## src/rtl/ts_ep_in_arbiter.sv

```systemverilog
// Round-robin arbiter that streams one of two byte requesters into the shared
// USB EP3 IN buffer, commits the transfer and waits for an acknowledge.
module ts_ep_in_arbiter #(
  parameter int ADDR_W      = 11,
  parameter int ACK_TIMEOUT = 64,
  parameter int CNT_W       = 16
) (
  input  logic              clk,
  input  logic              reset,
  input  logic [ADDR_W-1:0] max_len,
  input  logic              req0_valid,
  input  logic [7:0]        req0_data,
  input  logic              req0_last,
  output logic              req0_ready,
  input  logic              req1_valid,
  input  logic [7:0]        req1_data,
  input  logic              req1_last,
  output logic              req1_ready,
  output logic [ADDR_W-1:0] usb_in_addr,
  output logic [7:0]        usb_in_data,
  output logic              usb_in_wren,
  input  logic              usb_in_ready,
  output logic              usb_in_commit,
  output logic [ADDR_W-1:0] usb_in_commit_len,
  input  logic              usb_in_commit_ack,
  output logic              grant,
  output logic              busy,
  output logic [CNT_W-1:0]  commits0,
  output logic [CNT_W-1:0]  commits1,
  output logic [CNT_W-1:0]  ack_timeouts
);

  localparam int TO_W = $clog2(ACK_TIMEOUT + 1);

  typedef enum logic [1:0] {IDLE, STREAM, COMMIT, WAIT_ACK} state_t;

  state_t            state_reg, state_next;
  logic              grant_reg, grant_next;
  logic              ptr_reg, ptr_next;
  logic [ADDR_W-1:0] cnt_reg, cnt_next;
  logic [ADDR_W-1:0] addr_reg, addr_next;
  logic [7:0]        data_reg, data_next;
  logic              wren_reg, wren_next;
  logic              commit_reg, commit_next;
  logic [ADDR_W-1:0] len_reg, len_next;
  logic [CNT_W-1:0]  c0_reg, c0_next;
  logic [CNT_W-1:0]  c1_reg, c1_next;
  logic [CNT_W-1:0]  to_reg, to_next;
  logic [TO_W-1:0]   to_cnt_reg, to_cnt_next;
  logic              busy_reg;
  logic              ack_s1_reg, ack_s2_reg, ack_s3_reg;

  logic              ack_rise;
  logic              ptr_valid, oth_valid;
  logic              sel_valid, sel_last;
  logic [7:0]        sel_data;
  logic [ADDR_W:0]   cnt_inc;

  assign ack_rise  = ack_s2_reg & ~ack_s3_reg;
  assign ptr_valid = ptr_reg ? req1_valid : req0_valid;
  assign oth_valid = ptr_reg ? req0_valid : req1_valid;
  assign sel_valid = grant_reg ? req1_valid : req0_valid;
  assign sel_data  = grant_reg ? req1_data  : req0_data;
  assign sel_last  = grant_reg ? req1_last  : req0_last;
  assign cnt_inc   = {1'b0, cnt_reg} + {{ADDR_W{1'b0}}, 1'b1};

  assign req0_ready = (state_reg == STREAM) && !grant_reg && usb_in_ready;
  assign req1_ready = (state_reg == STREAM) &&  grant_reg && usb_in_ready;

  always_comb begin
    state_next  = state_reg;
    grant_next  = grant_reg;
    ptr_next    = ptr_reg;
    cnt_next    = cnt_reg;
    addr_next   = addr_reg;
    data_next   = data_reg;
    wren_next   = 1'b0;
    commit_next = 1'b0;
    len_next    = len_reg;
    c0_next     = c0_reg;
    c1_next     = c1_reg;
    to_next     = to_reg;
    to_cnt_next = to_cnt_reg;

    case (state_reg)
      IDLE: begin
        if (usb_in_ready && (max_len != '0) && (ptr_valid || oth_valid)) begin
          grant_next = ptr_valid ? ptr_reg : ~ptr_reg;
          cnt_next   = '0;
          state_next = STREAM;
        end
      end
      STREAM: begin
        if (usb_in_ready && sel_valid) begin
          wren_next = 1'b1;
          addr_next = cnt_reg;
          data_next = sel_data;
          cnt_next  = cnt_inc[ADDR_W-1:0];
          // >= rather than == so a max_len lowered mid-transfer still ends it
          if (sel_last || (cnt_inc >= {1'b0, max_len})) begin
            len_next   = cnt_inc[ADDR_W-1:0];
            state_next = COMMIT;
          end
        end
      end
      COMMIT: begin
        commit_next = 1'b1;
        if (grant_reg) c1_next = c1_reg + CNT_W'(1);
        else           c0_next = c0_reg + CNT_W'(1);
        ptr_next    = ~grant_reg;
        to_cnt_next = '0;
        state_next  = WAIT_ACK;
      end
      WAIT_ACK: begin
        if (ack_rise) begin
          state_next = IDLE;
        end else if (to_cnt_reg == TO_W'(ACK_TIMEOUT - 1)) begin
          to_next    = to_reg + CNT_W'(1);
          state_next = IDLE;
        end else begin
          to_cnt_next = to_cnt_reg + TO_W'(1);
        end
      end
      default: state_next = IDLE;
    endcase
  end

  always_ff @(posedge clk) begin
    if (reset) begin
      state_reg  <= IDLE;
      grant_reg  <= 1'b0;
      ptr_reg    <= 1'b0;
      cnt_reg    <= '0;
      addr_reg   <= '0;
      data_reg   <= '0;
      wren_reg   <= 1'b0;
      commit_reg <= 1'b0;
      len_reg    <= '0;
      c0_reg     <= '0;
      c1_reg     <= '0;
      to_reg     <= '0;
      to_cnt_reg <= '0;
      busy_reg   <= 1'b0;
      ack_s1_reg <= 1'b0;
      ack_s2_reg <= 1'b0;
      ack_s3_reg <= 1'b0;
    end else begin
      state_reg  <= state_next;
      grant_reg  <= grant_next;
      ptr_reg    <= ptr_next;
      cnt_reg    <= cnt_next;
      addr_reg   <= addr_next;
      data_reg   <= data_next;
      wren_reg   <= wren_next;
      commit_reg <= commit_next;
      len_reg    <= len_next;
      c0_reg     <= c0_next;
      c1_reg     <= c1_next;
      to_reg     <= to_next;
      to_cnt_reg <= to_cnt_next;
      busy_reg   <= (state_next != IDLE);
      ack_s1_reg <= usb_in_commit_ack;
      ack_s2_reg <= ack_s1_reg;
      ack_s3_reg <= ack_s2_reg;
    end
  end

  assign usb_in_addr       = addr_reg;
  assign usb_in_data       = data_reg;
  assign usb_in_wren       = wren_reg;
  assign usb_in_commit     = commit_reg;
  assign usb_in_commit_len = len_reg;
  assign grant             = grant_reg;
  assign busy              = busy_reg;
  assign commits0          = c0_reg;
  assign commits1          = c1_reg;
  assign ack_timeouts      = to_reg;

endmodule

```

## config.mk

```make
export PLATFORM = sky130hd
export DESIGN_NAME = ts_ep_in_arbiter
export DESIGN_NICKNAME = d
export VERILOG_FILES = /design/src/rtl/ts_ep_in_arbiter.sv
export SDC_FILE = /design/constraint.sdc
export NUM_CORES = 1
export LEC_CHECK = 0
export ABC_CLOCK_PERIOD_IN_PS = 5600
export CELL_PAD_IN_SITES_DETAIL_PLACEMENT = 2
export CELL_PAD_IN_SITES_GLOBAL_PLACEMENT = 2
export CORE_ASPECT_RATIO = 1.25
export CORE_MARGIN = 2
export CORE_UTILIZATION = 32
export CTS_CLUSTER_DIAMETER = 100
export CTS_CLUSTER_SIZE = 14
export DETAILED_ROUTE_END_ITERATION = 16
export GPL_TIMING_DRIVEN = 1
export HOLD_SLACK_MARGIN = 0.02
export PLACE_DENSITY = 0.87
export SLEW_MARGIN = 20
export SYNTH_ARGS = -nofsm -noshare
export SYNTH_HDL_FRONTEND = slang
export SYNTH_SLANG_ARGS = --single-unit
```

## constraint.sdc

```tcl
create_clock -name clk -period 5.6 [get_ports clk]
set_input_delay 1.68 -clock clk [delete_from_list [all_inputs] [get_ports clk]]
set_output_delay 1.68 -clock clk [all_outputs]
set_load 0.01 [all_outputs]
```

# [Word-level counts from Yosys, hierarchy flattened]
# Index checks and enable logic that the tools add are counted.
[totals] register_bits=106 latch_bits=0 ramBits=0 romBits=0 inputBits=35 out_inout_bits=84 wordCells=81 n_memories=0
[op_classes] n_addsub=5 mul=0 n_div=0 magnitude_cmp=1 eq_ne=8 shifts=0 muxes=20 bitwise=6 n_reduce_logical=24
[ops] operator="$add 16x1->16 const B" n=3
[ops] operator="$mux 11" n=2
[ops] operator="$pmux 11 s2" n=1
[ops] operator="$mux 7" n=2
[ops] operator="$pmux 7 s2" n=1
[ops] operator="$add 11x1->12 const B" n=1
[ops] operator="$ge 12x11->1" n=1
[ops] operator="$reduce_and 3->1" n=4
[ops] operator="$reduce_bool 11->1" n=1
[ops] operator="$mux 2" n=5
[ops] operator="$mux 8" n=1
[ops] operator="$pmux 2 s4" n=1
[ops] operator="$reduce_and 2->1" n=4
[ops] operator="$add 7x1->7 const B" n=1
[ops] operator="$eq 7x6->1 const B" n=1
[ops] operator="$logic_and 1x1->1" n=7
[ops] operator="$mux 1" n=7
[ops] operator="$ne 2x2->1 const B" n=3
[ops] operator="$reduce_bool 2->1" n=3
[ops] operator="$not 1->1" n=5
[ops] operator="$eq 2x2->1 const B" n=2
[ops] operator="$eq 2x1->1 const B" n=1
[ops] operator="$logic_not 2->1" n=1
[ops] operator="$logic_or 1x1->1" n=2
[ops] operator="4 further kinds" n=4

# [Depth between registers and ports, before layout]
[depth] word_depth=7 ltp_mapped=12 ltp_nobuf=10

# [Least setup slack after synthesis]
# Ideal clock, no wire load.
[synth_path] kind="input to output" startpoint="in usb_in_ready" endpoint="out req0_ready" t_arrival_ns=1.872 required_ns=3.920 slack_ns=2.048 cell_stages=2 n_path_buf=0 cell_sequence="nand2_1 -> nor2_1"
[synth_between] elab_chain_cells=1
[synth_lines] element="from (decl)" line="22" source="input logic usb_in_ready,"
[synth_lines] element="$logic_and 1x1->1" line="67" source="assign req0_ready = (state_reg == STREAM) && !grant_reg && usb_in_ready;"
[synth_lines] element="to (decl)" line="14" source="output logic req0_ready,"
# Every way passes these cells.

# [Worst setup path in the final report]
# Same ends and word-level chain as after synthesis.

==> results.rst <==
.. list-table::
   :header-rows: 1

   * - Metric
     - Value
   * - Delay-heaviest family, CP
     - buffers and inverters
   * - Via density per instance
     - 5.17
   * - Setup repair after global routing missed its margin
     - false
   * - Critical Path Slowest Stage Cell
     - sky130_fd_sc_hd__clkdlybuf4s50_1
   * - Final clock period utilization by the worst path
     - 0.833
   * - Remaining routing DRC violations
     - 0
   * - Number of clock sinks
     - 106
   * - Skew final
     - 6.61 ps
   * - Post-CTS Setup Inserts
     - 0
   * - Number of global-route vias before repair
     - 5087
   * - Initial antenna violation count
     - 0
   * - Number of enable-type register cells in the synthesized netlist
     - 0
   * - # H-tree levels
     - 3
   * - Worst slack at placement
     - 944 ps
   * - Most numerous cell on the critical path
     - sky130_fd_sc_hd__clkdlybuf4s50_1
   * - Worst hold path type
     - flop to flop
   * - Most common flop cell mapped by yosys
     - sky130_fd_sc_hd__dfxtp_1
   * - Hold violation total from the final report
     - 0
   * - Clock latency at the later pin of the worst-skew pair
     - 350 ps
   * - Core area
     - 15500 µm²
   * - Number of DRC violations after detailed-routing iteration 0
     - 192
   * - Max capacitance violation total
     - 0
   * - Cells resized by post-CTS repair
     - 0
   * - Routed WL per cell
     - 17.8 µm
   * - Placed Cells
     - 887
   * - HPWL reported at the end of detailed placement
     - 12300 µm
   * - Total negative setup slack
     - 0 ps
   * - Worst setup path category
     - input pin to output port
   * - Overall die area
     - 16800 µm²
   * - Post-Synthesis Net Count
     - 640
   * - Number of storage elements in the synthesis netlist
     - 106
   * - Final-stage net count
     - 737
   * - Worst vdd ir
     - 0.111 mV
   * - Antenna Diode Count
     - 0
   * - Fin cells
     - 902
   * - Run status
     - finished, final reports clean
   * - Post-synthesis instance area
     - 5050 µm²
   * - Max FO, Critical Path
     - 6
   * - Global-route total usage across every layer
     - 0.200
   * - Total iterations of the first detailed-routing run
     - 6
   * - Total clock buffers created by CTS
     - 9
   * - Worst path max stage delay
     - 570 ps
   * - Final setup slack of the worst path
     - 936 ps
   * - Number of cell rows
     - 51
   * - CTS root buffer
     - sky130_fd_sc_hd__clkbuf_16
   * - Maximum clock frequency
     - 0.214 GHz
   * - Asr flop ratio synth
     - 0
   * - Pwr/cell area
     - 223 nW/µm²
   * - Fill cell instance count of the final layout
     - 1718
   * - Num ports
     - 119
   * - Data arrival time at the worst-slack endpoint
     - 2980 ps
   * - Yosys synthesis warning count
     - 0
   * - Transition time at the pin with the least slew margin
     - 818 ps
   * - Wire length after detailed routing
     - 16100 µm
   * - Minimum clock period after layout
     - 4660 ps
   * - Setup-violating endpoint count in the final report
     - 0
   * - Maximum number of pins on one net before global-route repair
     - 45
   * - Max clock buf depth
     - 2
   * - Aggregate global routing overflow
     - 0
   * - Synth-to-layout area growth
     - 30.8%
   * - Total design power
     - 1.48 mW
   * - GP Congestion
     - 0.833
   * - Initial Utilization
     - 0.326
   * - Standby leakage power
     - 2.32 nW
   * - Residual antenna-violating net count after detailed routing
     - 0
   * - First-pass GRT wire length
     - 26300 µm
   * - Worst path bufs/invs
     - 2
   * - Type of origin of the critical path
     - input pin
   * - Overall die width
     - 116 µm
   * - Die boundary height
     - 144 µm
   * - Hold-fix buffer count after cts
     - 0
   * - Data required time of the critical path
     - 3920 ps
   * - Port Buf Inserts
     - 118
   * - Post-Syn Instances
     - 589
   * - Worst-case headroom to the max-slew limit
     - 0.451
   * - Register area share after synthesis
     - 0.420
   * - Via count
     - 4661
   * - Proportion of layout cells with a drive suffix above 1
     - 0.0464
   * - Hold Worst Slack
     - 455 ps
   * - Number of distinct library cells after synthesis
     - 56
   * - CTS tree
     - built
   * - Critical Path, Cell by Cell
     - clkdlybuf4s50_1 > nand2_1 > nor2_1 > clkdlybuf4s50_1
   * - Clock transition at the registers of the reported paths
     - 70 ps
   * - Slew Limit Fails
     - 0
   * - Synth Area per Inst
     - 8.57 µm²
   * - Type of destination of the critical path
     - output port
## stage by stage
stage / util / cell area, µm²
finish: 0.426 / 6600
global route: 0.426 / 6600
CTS: 0.426 / 6600
detailed placement: 0.409 / 6340
global placement: 0.409 / 6340
floorplan: - / 5050
## cell usage in the layout, fill, tap and decap left out, drive strengths merged, types with 2 or more instances in the layout
cell           instances
inv                   19
a22oi                  5
nand3                 33
nor2b                  5
clkinvlp               3
and2b                  2
nand4b                 2
nand2b                 3
mux2i                 11
mux2                   2
and3                  11
o21a                   2
o31ai                  5
a21oi                 31
or4                    4
nor4                  13
nand4                 18
xnor2                 23
xor2                  26
and4                   6
a31oi                 11
buf                    5
clkdlybuf4s50        117
ha                    16
nor3                  27
nand2                 54
o21ai                 11
and2                   3
a211oi                10
clkinv                 2
dfxtp                106
clkbuf                10
nor2                  74
or3                    6
## cells by family after synthesis
kind of cell / after synthesis / share of synthesized area
and+or+nand+nor: 266 / 0.271
DFF: 106 / 0.420
AOI/OAI and AO/OA: 84 / 0.107
buffers and inverters: 55 / 0.0498
xor gates and xnor gates: 49 / 0.0850
adders and majority gates: 16 / 0.0397
muxes: 13 / 0.0270
## power by group
part | total (mW) | internal [mW] | switching, mW
Combinational | 0.120 | 0.0574 | 0.0623
Sequential | 0.772 | 0.762 | 0.00946
Clock | 0.584 | 0.298 | 0.285
## Yosys cell counts (6+ instances only)
| cell type | count | area (µm²) |
|---|---|---|
| sky130_fd_sc_hd__dfxtp_1 | 106 | 2120 |
| sky130_fd_sc_hd__nor2_1 | 74 | 278 |
| sky130_fd_sc_hd__nand2_1 | 54 | 203 |
| sky130_fd_sc_hd__nand3_1 | 32 | 160 |
| sky130_fd_sc_hd__a21oi_1 | 31 | 155 |
| sky130_fd_sc_hd__nor3_1 | 26 | 130 |
| sky130_fd_sc_hd__xor2_1 | 26 | 228 |
| sky130_fd_sc_hd__xnor2_1 | 23 | 201 |
| sky130_fd_sc_hd__clkbuf_1 | 19 | 71.3 |
| sky130_fd_sc_hd__inv_1 | 19 | 71.3 |
| sky130_fd_sc_hd__ha_1 | 16 | 200 |
| sky130_fd_sc_hd__nand4_1 | 16 | 100 |
| sky130_fd_sc_hd__nor4_1 | 13 | 81.3 |
| sky130_fd_sc_hd__buf_2 | 12 | 60.1 |
| sky130_fd_sc_hd__and3_1 | 11 | 68.8 |
| sky130_fd_sc_hd__mux2i_1 | 11 | 110 |
| sky130_fd_sc_hd__a211oi_1 | 10 | 75.1 |
| sky130_fd_sc_hd__a31oi_1 | 10 | 62.6 |
| sky130_fd_sc_hd__o21ai_0 | 10 | 50.1 |
| sky130_fd_sc_hd__and4_1 | 6 | 52.6 |
| sky130_fd_sc_hd__or3_1 | 6 | 37.5 |
## path summary, 6_finish.rpt
path / start / slack (ps) / depth (start not counted) / endpoint
worst max-delay path: usb_in_ready / 940 / 4 / req0_ready
worst max register to register: cnt_reg[2]$_SDFFE_PP0P_ / 2180 / 9 / usb_in_commit_len[0]$_SDFFE_PP0P_
worst min register to register: ack_s1_reg$_SDFF_PP0_ / 460 / 1 / ack_s2_reg$_SDFF_PP0_
worst min-delay path: ack_s1_reg$_SDFF_PP0_ / 460 / 1 / ack_s2_reg$_SDFF_PP0_
## area by class of cell
type | count | area (µm²) | area share
clock buffer | 10 | 229 | 0.0347
clock inverter | 5 | 32.5 | 0.00493
inverter | 19 | 71.3 | 0.0108
multi-input combinational | 428 | 2680 | 0.405
sequential | 106 | 2120 | 0.321
tap | 212 | 265 | 0.0402
timing repair buffer | 122 | 1210 | 0.183
## routing by layer
| metal | routed length (µm) | track usage |
|---|---|---|
| met1 | 6520 | 0.226 |
| met2 | 8820 | 0.372 |
| met3 | 455 | 0.0394 |
| met4 | 285 | 0.0633 |
| met5 | 0 | 0 |
(Power assumes the default switching activity.)
